File: src/rtl/llki_key_sequencer.sv
// Drives one TSS core's LLKI discrete key port: LOAD/CLEAR commands plus a
// 64-bit key word stream in, one status response per command out.
`timescale 1ns/1ps

module llki_key_sequencer #(
    parameter int KEY_WORDS      = 5,
    parameter int TIMEOUT_CYCLES = 1024
) (
    input  logic        sys_clk_50,
    input  logic        sync_rst_in,
    input  logic        cmd_valid,
    output logic        cmd_ready,
    input  logic [1:0]  cmd_opcode,
    input  logic [7:0]  cmd_len,
    input  logic [63:0] kw_data,
    input  logic        kw_valid,
    output logic        kw_ready,
    output logic        rsp_valid,
    input  logic        rsp_ready,
    output logic [1:0]  rsp_status,
    output logic        key_loaded,
    output logic [63:0] llkid_key_data,
    output logic        llkid_key_valid,
    input  logic        llkid_key_ready,
    input  logic        llkid_key_complete,
    output logic        llkid_clear_key,
    input  logic        llkid_clear_key_ack
);

    localparam int TW = $clog2(TIMEOUT_CYCLES);
    localparam logic [TW-1:0] TMO_LAST = TW'(TIMEOUT_CYCLES - 1);
    localparam logic [7:0] KW_LEN  = 8'(KEY_WORDS);
    localparam logic [7:0] KW_LAST = 8'(KEY_WORDS - 1);

    localparam logic [1:0] OP_LOAD  = 2'd1;
    localparam logic [1:0] OP_CLEAR = 2'd2;

    localparam logic [1:0] ST_OK      = 2'd0;
    localparam logic [1:0] ST_ERR_LEN = 2'd1;
    localparam logic [1:0] ST_ERR_OP  = 2'd2;
    localparam logic [1:0] ST_ERR_TMO = 2'd3;

    typedef enum logic [2:0] {
        S_IDLE,
        S_GET_WORD,
        S_SEND_WORD,
        S_WAIT_CMPL,
        S_CLR_REQ,
        S_RESP
    } state_t;

    state_t        state_q;
    logic [7:0]    cnt_q;
    logic [TW-1:0] tmo_q;
    logic [TW-1:0] tmo_d;
    logic          tmo_hit;
    logic          cmd_ready_q;
    logic          kw_ready_q;
    logic          rsp_valid_q;
    logic [1:0]    rsp_status_q;
    logic          key_loaded_q;
    logic [63:0]   data_q;
    logic          key_valid_q;
    logic          clear_q;

    assign tmo_d   = tmo_q + 1'b1;
    assign tmo_hit = (tmo_q == TMO_LAST);

    always_ff @(posedge sys_clk_50) begin
        if (sync_rst_in) begin
            state_q      <= S_IDLE;
            cnt_q        <= '0;
            tmo_q        <= '0;
            cmd_ready_q  <= 1'b0;
            kw_ready_q   <= 1'b0;
            rsp_valid_q  <= 1'b0;
            rsp_status_q <= ST_OK;
            key_loaded_q <= 1'b0;
            data_q       <= '0;
            key_valid_q  <= 1'b0;
            clear_q      <= 1'b0;
        end else begin
            unique case (state_q)
                S_IDLE: begin
                    cmd_ready_q <= 1'b1;
                    if (cmd_valid && cmd_ready_q) begin
                        cmd_ready_q <= 1'b0;
                        if (cmd_opcode == OP_LOAD) begin
                            key_loaded_q <= 1'b0;
                            if (cmd_len == KW_LEN) begin
                                cnt_q      <= '0;
                                kw_ready_q <= 1'b1;
                                state_q    <= S_GET_WORD;
                            end else begin
                                rsp_valid_q  <= 1'b1;
                                rsp_status_q <= ST_ERR_LEN;
                                state_q      <= S_RESP;
                            end
                        end else if (cmd_opcode == OP_CLEAR) begin
                            clear_q <= 1'b1;
                            tmo_q   <= '0;
                            state_q <= S_CLR_REQ;
                        end else begin
                            rsp_valid_q  <= 1'b1;
                            rsp_status_q <= ST_ERR_OP;
                            state_q      <= S_RESP;
                        end
                    end
                end
                S_GET_WORD: begin
                    if (kw_valid) begin
                        data_q      <= kw_data;
                        kw_ready_q  <= 1'b0;
                        key_valid_q <= 1'b1;
                        tmo_q       <= '0;
                        state_q     <= S_SEND_WORD;
                    end
                end
                S_SEND_WORD: begin
                    if (llkid_key_ready) begin
                        key_valid_q <= 1'b0;
                        cnt_q       <= cnt_q + 8'd1;
                        if (cnt_q == KW_LAST) begin
                            tmo_q   <= '0;
                            state_q <= S_WAIT_CMPL;
                        end else begin
                            kw_ready_q <= 1'b1;
                            state_q    <= S_GET_WORD;
                        end
                    end else if (tmo_hit) begin
                        key_valid_q  <= 1'b0;
                        key_loaded_q <= 1'b0;
                        rsp_valid_q  <= 1'b1;
                        rsp_status_q <= ST_ERR_TMO;
                        state_q      <= S_RESP;
                    end else begin
                        tmo_q <= tmo_d;
                    end
                end
                S_WAIT_CMPL: begin
                    if (llkid_key_complete) begin
                        key_loaded_q <= 1'b1;
                        rsp_valid_q  <= 1'b1;
                        rsp_status_q <= ST_OK;
                        state_q      <= S_RESP;
                    end else if (tmo_hit) begin
                        key_loaded_q <= 1'b0;
                        rsp_valid_q  <= 1'b1;
                        rsp_status_q <= ST_ERR_TMO;
                        state_q      <= S_RESP;
                    end else begin
                        tmo_q <= tmo_d;
                    end
                end
                S_CLR_REQ: begin
                    // An ack arriving in the expiry cycle still counts as success.
                    if (llkid_clear_key_ack || tmo_hit) begin
                        clear_q      <= 1'b0;
                        key_loaded_q <= 1'b0;
                        rsp_valid_q  <= 1'b1;
                        rsp_status_q <= llkid_clear_key_ack ? ST_OK : ST_ERR_TMO;
                        state_q      <= S_RESP;
                    end else begin
                        tmo_q <= tmo_d;
                    end
                end
                S_RESP: begin
                    if (rsp_ready) begin
                        rsp_valid_q <= 1'b0;
                        cmd_ready_q <= 1'b1;
                        state_q     <= S_IDLE;
                    end
                end
                default: begin
                    state_q <= S_IDLE;
                end
            endcase
        end
    end

    assign cmd_ready       = cmd_ready_q;
    assign kw_ready        = kw_ready_q;
    assign rsp_valid       = rsp_valid_q;
    assign rsp_status      = rsp_status_q;
    assign key_loaded      = key_loaded_q;
    assign llkid_key_data  = data_q;
    assign llkid_key_valid = key_valid_q;
    assign llkid_clear_key = clear_q;

endmodule

File: config.mk
export PLATFORM = sky130hd
export DESIGN_NAME = llki_key_sequencer
export DESIGN_NICKNAME = d
export VERILOG_FILES = /design/src/rtl/llki_key_sequencer.sv
export SDC_FILE = /design/constraint.sdc
export NUM_CORES = 1
export LEC_CHECK = 0
export BUFFER_PORTS_ARGS = -buffer_cell sky130_fd_sc_hd__buf_2
export CORE_MARGIN = 10
export CORE_UTILIZATION = 34
export CTS_CLUSTER_DIAMETER = 150
export DETAILED_ROUTE_END_ITERATION = 12
export SYNTH_ARGS = -nofsm -noshare
export SYNTH_HDL_FRONTEND = slang
export SYNTH_SLANG_ARGS = --single-unit
File: constraint.sdc
create_clock -name sys_clk_50 -period 5.1 [get_ports sys_clk_50]
set_input_delay 0.51 -clock sys_clk_50 [delete_from_list [all_inputs] [get_ports sys_clk_50]]
set_output_delay 0.51 -clock sys_clk_50 [all_outputs]
set_load 0.005 [all_outputs]
==> flow_metrics.py <==
metrics = {
    "clock_tree": {
        "clock_latency_ps": 350,
        "cts_tree": "yes",
        "htreeDepth": 3,
        "cts_buffer_depth": 2,
        "ctsResizeCount": 0,
        "root_buffer": "clkbuf_16",
        "clk_pin_slew_ps": 60,
        "post_cts_buffers": 0,
        "cts_made_buffers": 9,
        "cts_hold_buf": 0,
        "clkSinkCount": 93,
    },
    "die": {
        "row_count": 39,
        "die_y_um": 129.3,
        "die_w_um": 129.3,
        "coreArea_sq_um": 11560,
        "die_area_sq_um": 16720,
        "ioPinCount": 154,
        "initial_core_util_pct": 35.13,
    },
    "detailed_routing": {
        "drc": 0,
        "via_per_inst": 5.126,
        "drt_pass1_iterations": 5,
        "vias": 4055,
        "antenna_left": 0,
        "wl_per_cell_um": 15.51,
        "drt_wl_total_mm": 12.27,
        "dr.first_iter.drc_count": 302,
    },
    "cells_and_area": {
        "fill_cells": 1195,
        "drive_gt1_share_pct": 28.86,
        "mostFrequentLayoutCells": "153 x buf_2, 149 x nand2_1, 93 x dfxtp_1, 76 x a21oi_1, 18 x o21ai_0",
        "area_growth_pct": 28.06,
        "instances_no_fill": 791,
        "utilization_pct": 44.99,
        "fin_area_sq_um": 5202,
        "fin_nets": 728,
        "diodes": 0,
        "layout_commonest_cell": "buf_2",
    },
    "worst_setup_path": {
        "timing.rr.start": "state_q[1]",
        "cp.arrival_ps": 2840,
        "critical_path_class": "flop to flop",
        "start_kind": "flop",
        "required_ps": 5310,
        "crit_path_end_kind": "flop",
        "crit_fanout": 20,
        "rr_endpoint": "rsp_status[0]",
        "crit_chain": "nand2b_1 -> o21ai_0 -> nor2_1 -> nor4_1 -> a211oi_1",
        "slowest_stage": "o21ai_0",
        "max_stage_delay_ps": 1010,
        "reg2reg_depth": 5,
        "timing.reg2reg.setup_slack_ps": 2470,
    },
    "timing": {
        "setup_ws_ps": 2467,
        "worst_slew_pin_slew_ps": 1227,
        "slew_violations": 0,
        "tns_ps": 0,
        "hold_viol": 0,
        "hold_slack_ps": 397.9,
        "rsz0062_at_grt": "false",
        "finalSetupViolCount": 0,
        "fin_skew_ps": 4.337,
        "period_share_pct": 51.62,
        "fmax_ghz": 0.3798,
        "timing.slew.headroom_pct": 17.30,
        "post-route-min-period_ps": 2633,
    },
    "placed_design": {
        "io_buffers": 153,
        "dpl_cell_area_sq_um": 4876,
        "place_ws_ps": 2495,
        "hpwl_mm": 8.904,
        "dp.cells": 775,
        "gp_congestion": 0.8572,
    },
    "grt": {
        "grt_overflow": 0,
        "antenna_found_initial": 0,
        "grtUsageTotal_pct": 14.54,
        "grt_pass1_vias": 3961,
        "grt_pass1_wl_mm": 19.87,
        "grt_max_degree": 67,
    },
    "worst_hold_path": {
        "min_path_type": "primary input to flop",
        "whs_path_depth": 3,
        "holdPathEnd": "llkid_key_data[50]",
        "hp-start": "kw_data[50]",
    },
    "power": {
        "p_leak_nw": 2.149,
        "peakVddDrop_mv": 0.2306,
        "p_total_mw": 2.180,
        "power.density_nw_per_um2": 419.0,
    },
    "logic_synthesis": {
        "synth_enable_flop_cells": 0,
        "yosys_register_bits": 93,
        "ys_types": 62,
        "synth_area_per_cell_sq_um": 7.982,
        "ys_async_sr_fraction_pct": 0,
        "synth_fp_nets": 594,
        "synth_top_area_share_pct": 45.83,
        "postSynthCellCount": 509,
        "synth.largest_area_cell": "dfxtp_1",
        "yosysWarnings": 0,
        "syn_area_sq_um": 4063,
        "synth.area.top_cells": "dfxtp_1 46%, nand2_1 14%, a21oi_1 9.4%, o21ai_0 2.2%, a211oi_2 1.5%",
        "synth_ff_type": "dfxtp_1",
        "ys_seq_area_share_pct": 45.83,
    },
    "flow_run": {
        "drv_cap": 0,
    },
    "status": {
        "status": "finished clean",
    },
}
-- sequential cells by signal (all words and copies together) (netlist names) --
name             cells
tmo_q               10
state_q              3
llkid_clear_key      1
key_loaded           1
llkid_key_valid      1
rsp_valid            1
cmd_ready            1
cnt_q                8
kw_ready             1
llkid_key_data      64
rsp_status           2
-- cell families (layout without fill, tap and decap cells) --
group	count (synthesis)	count (layout)	share of synthesized area (%)
multiplexers	4	4	0.9856
AO/OA/AOI/OAI	146	146	22.17
AND/OR/NAND/NOR	221	221	25.25
XOR/XNOR	1	1	0.2156
flip-flops	93	93	45.83
adder cells (fa/ha/maj)	3	3	0.9240
buffers and inverters	41	180	4.620
-- cell type report --
type                       count  area (sq um)  share of cell area, %
sequential                    93          1862                  35.79
inverter                       9         33.78                 0.6494
clock inverter                 5         83.83                  1.611
timing repair buffer         155         780.7                  15.01
clock buffer                  11         242.7                  4.666
multi-input combinational    375          2021                  38.84
tap                          143         178.9                  3.439
-- report_power, final --
part / total (mW) / switching, mW / internal, mW
sequential: 0.894 / 0.0847 / 0.809
clock: 0.730 / 0.286 / 0.444
combinational: 0.556 / 0.348 / 0.208
-- how the worst max path moves through the flow --
stage / start / to / cells past startpoint
2_1_floorplan: cmd_len[1] / cnt_q[7] / 6
3_3_place_gp: state_q[1] / rsp_status[0] / 5
3_5_place_dp: state_q[1] / rsp_status[0] / 5
4_1_cts: state_q[1] / rsp_status[0] / 5
5_1_grt: state_q[1] / rsp_status[0] / 5
6_report: state_q[1] / rsp_status[0] / 5
-- layer usage --
| layer | GRT usage, % | wire length (um) | vias to the layer above |
|---|---|---|---|
| met5 | 0 | 0 | - |
| met4 | 4.548 | 138 | 0 |
| met3 | 5.832 | 1145 | 11 |
| met2 | 23.91 | 5775 | 135 |
| met1 | 17.02 | 5206 | 1865 |
| li1 | - | - | 2044 |
-- worst max-delay path, delay by kind of cell, from the launching register on --
family          cells  cell delay [ps]
compound gates      2             1090
simple gates        3              720
flops               1              680
-- synthesized netlist by cell type (all sizes together), types with 3 or more instances --
cell / count
nor2b: 4
a211oi: 10
nor2: 12
o21ai: 19
inv: 8
nand3: 5
a21oi: 79
and2: 3
mux2i: 4
nor3: 10
nor4: 3
a31oi: 8
a41oi: 4
and4: 3
clkbuf: 15
buf: 17
dfxtp: 93
nand4: 8
and3: 6
nand2: 150
nand2b: 6
ha: 3
(Power assumes the default switching activity.)
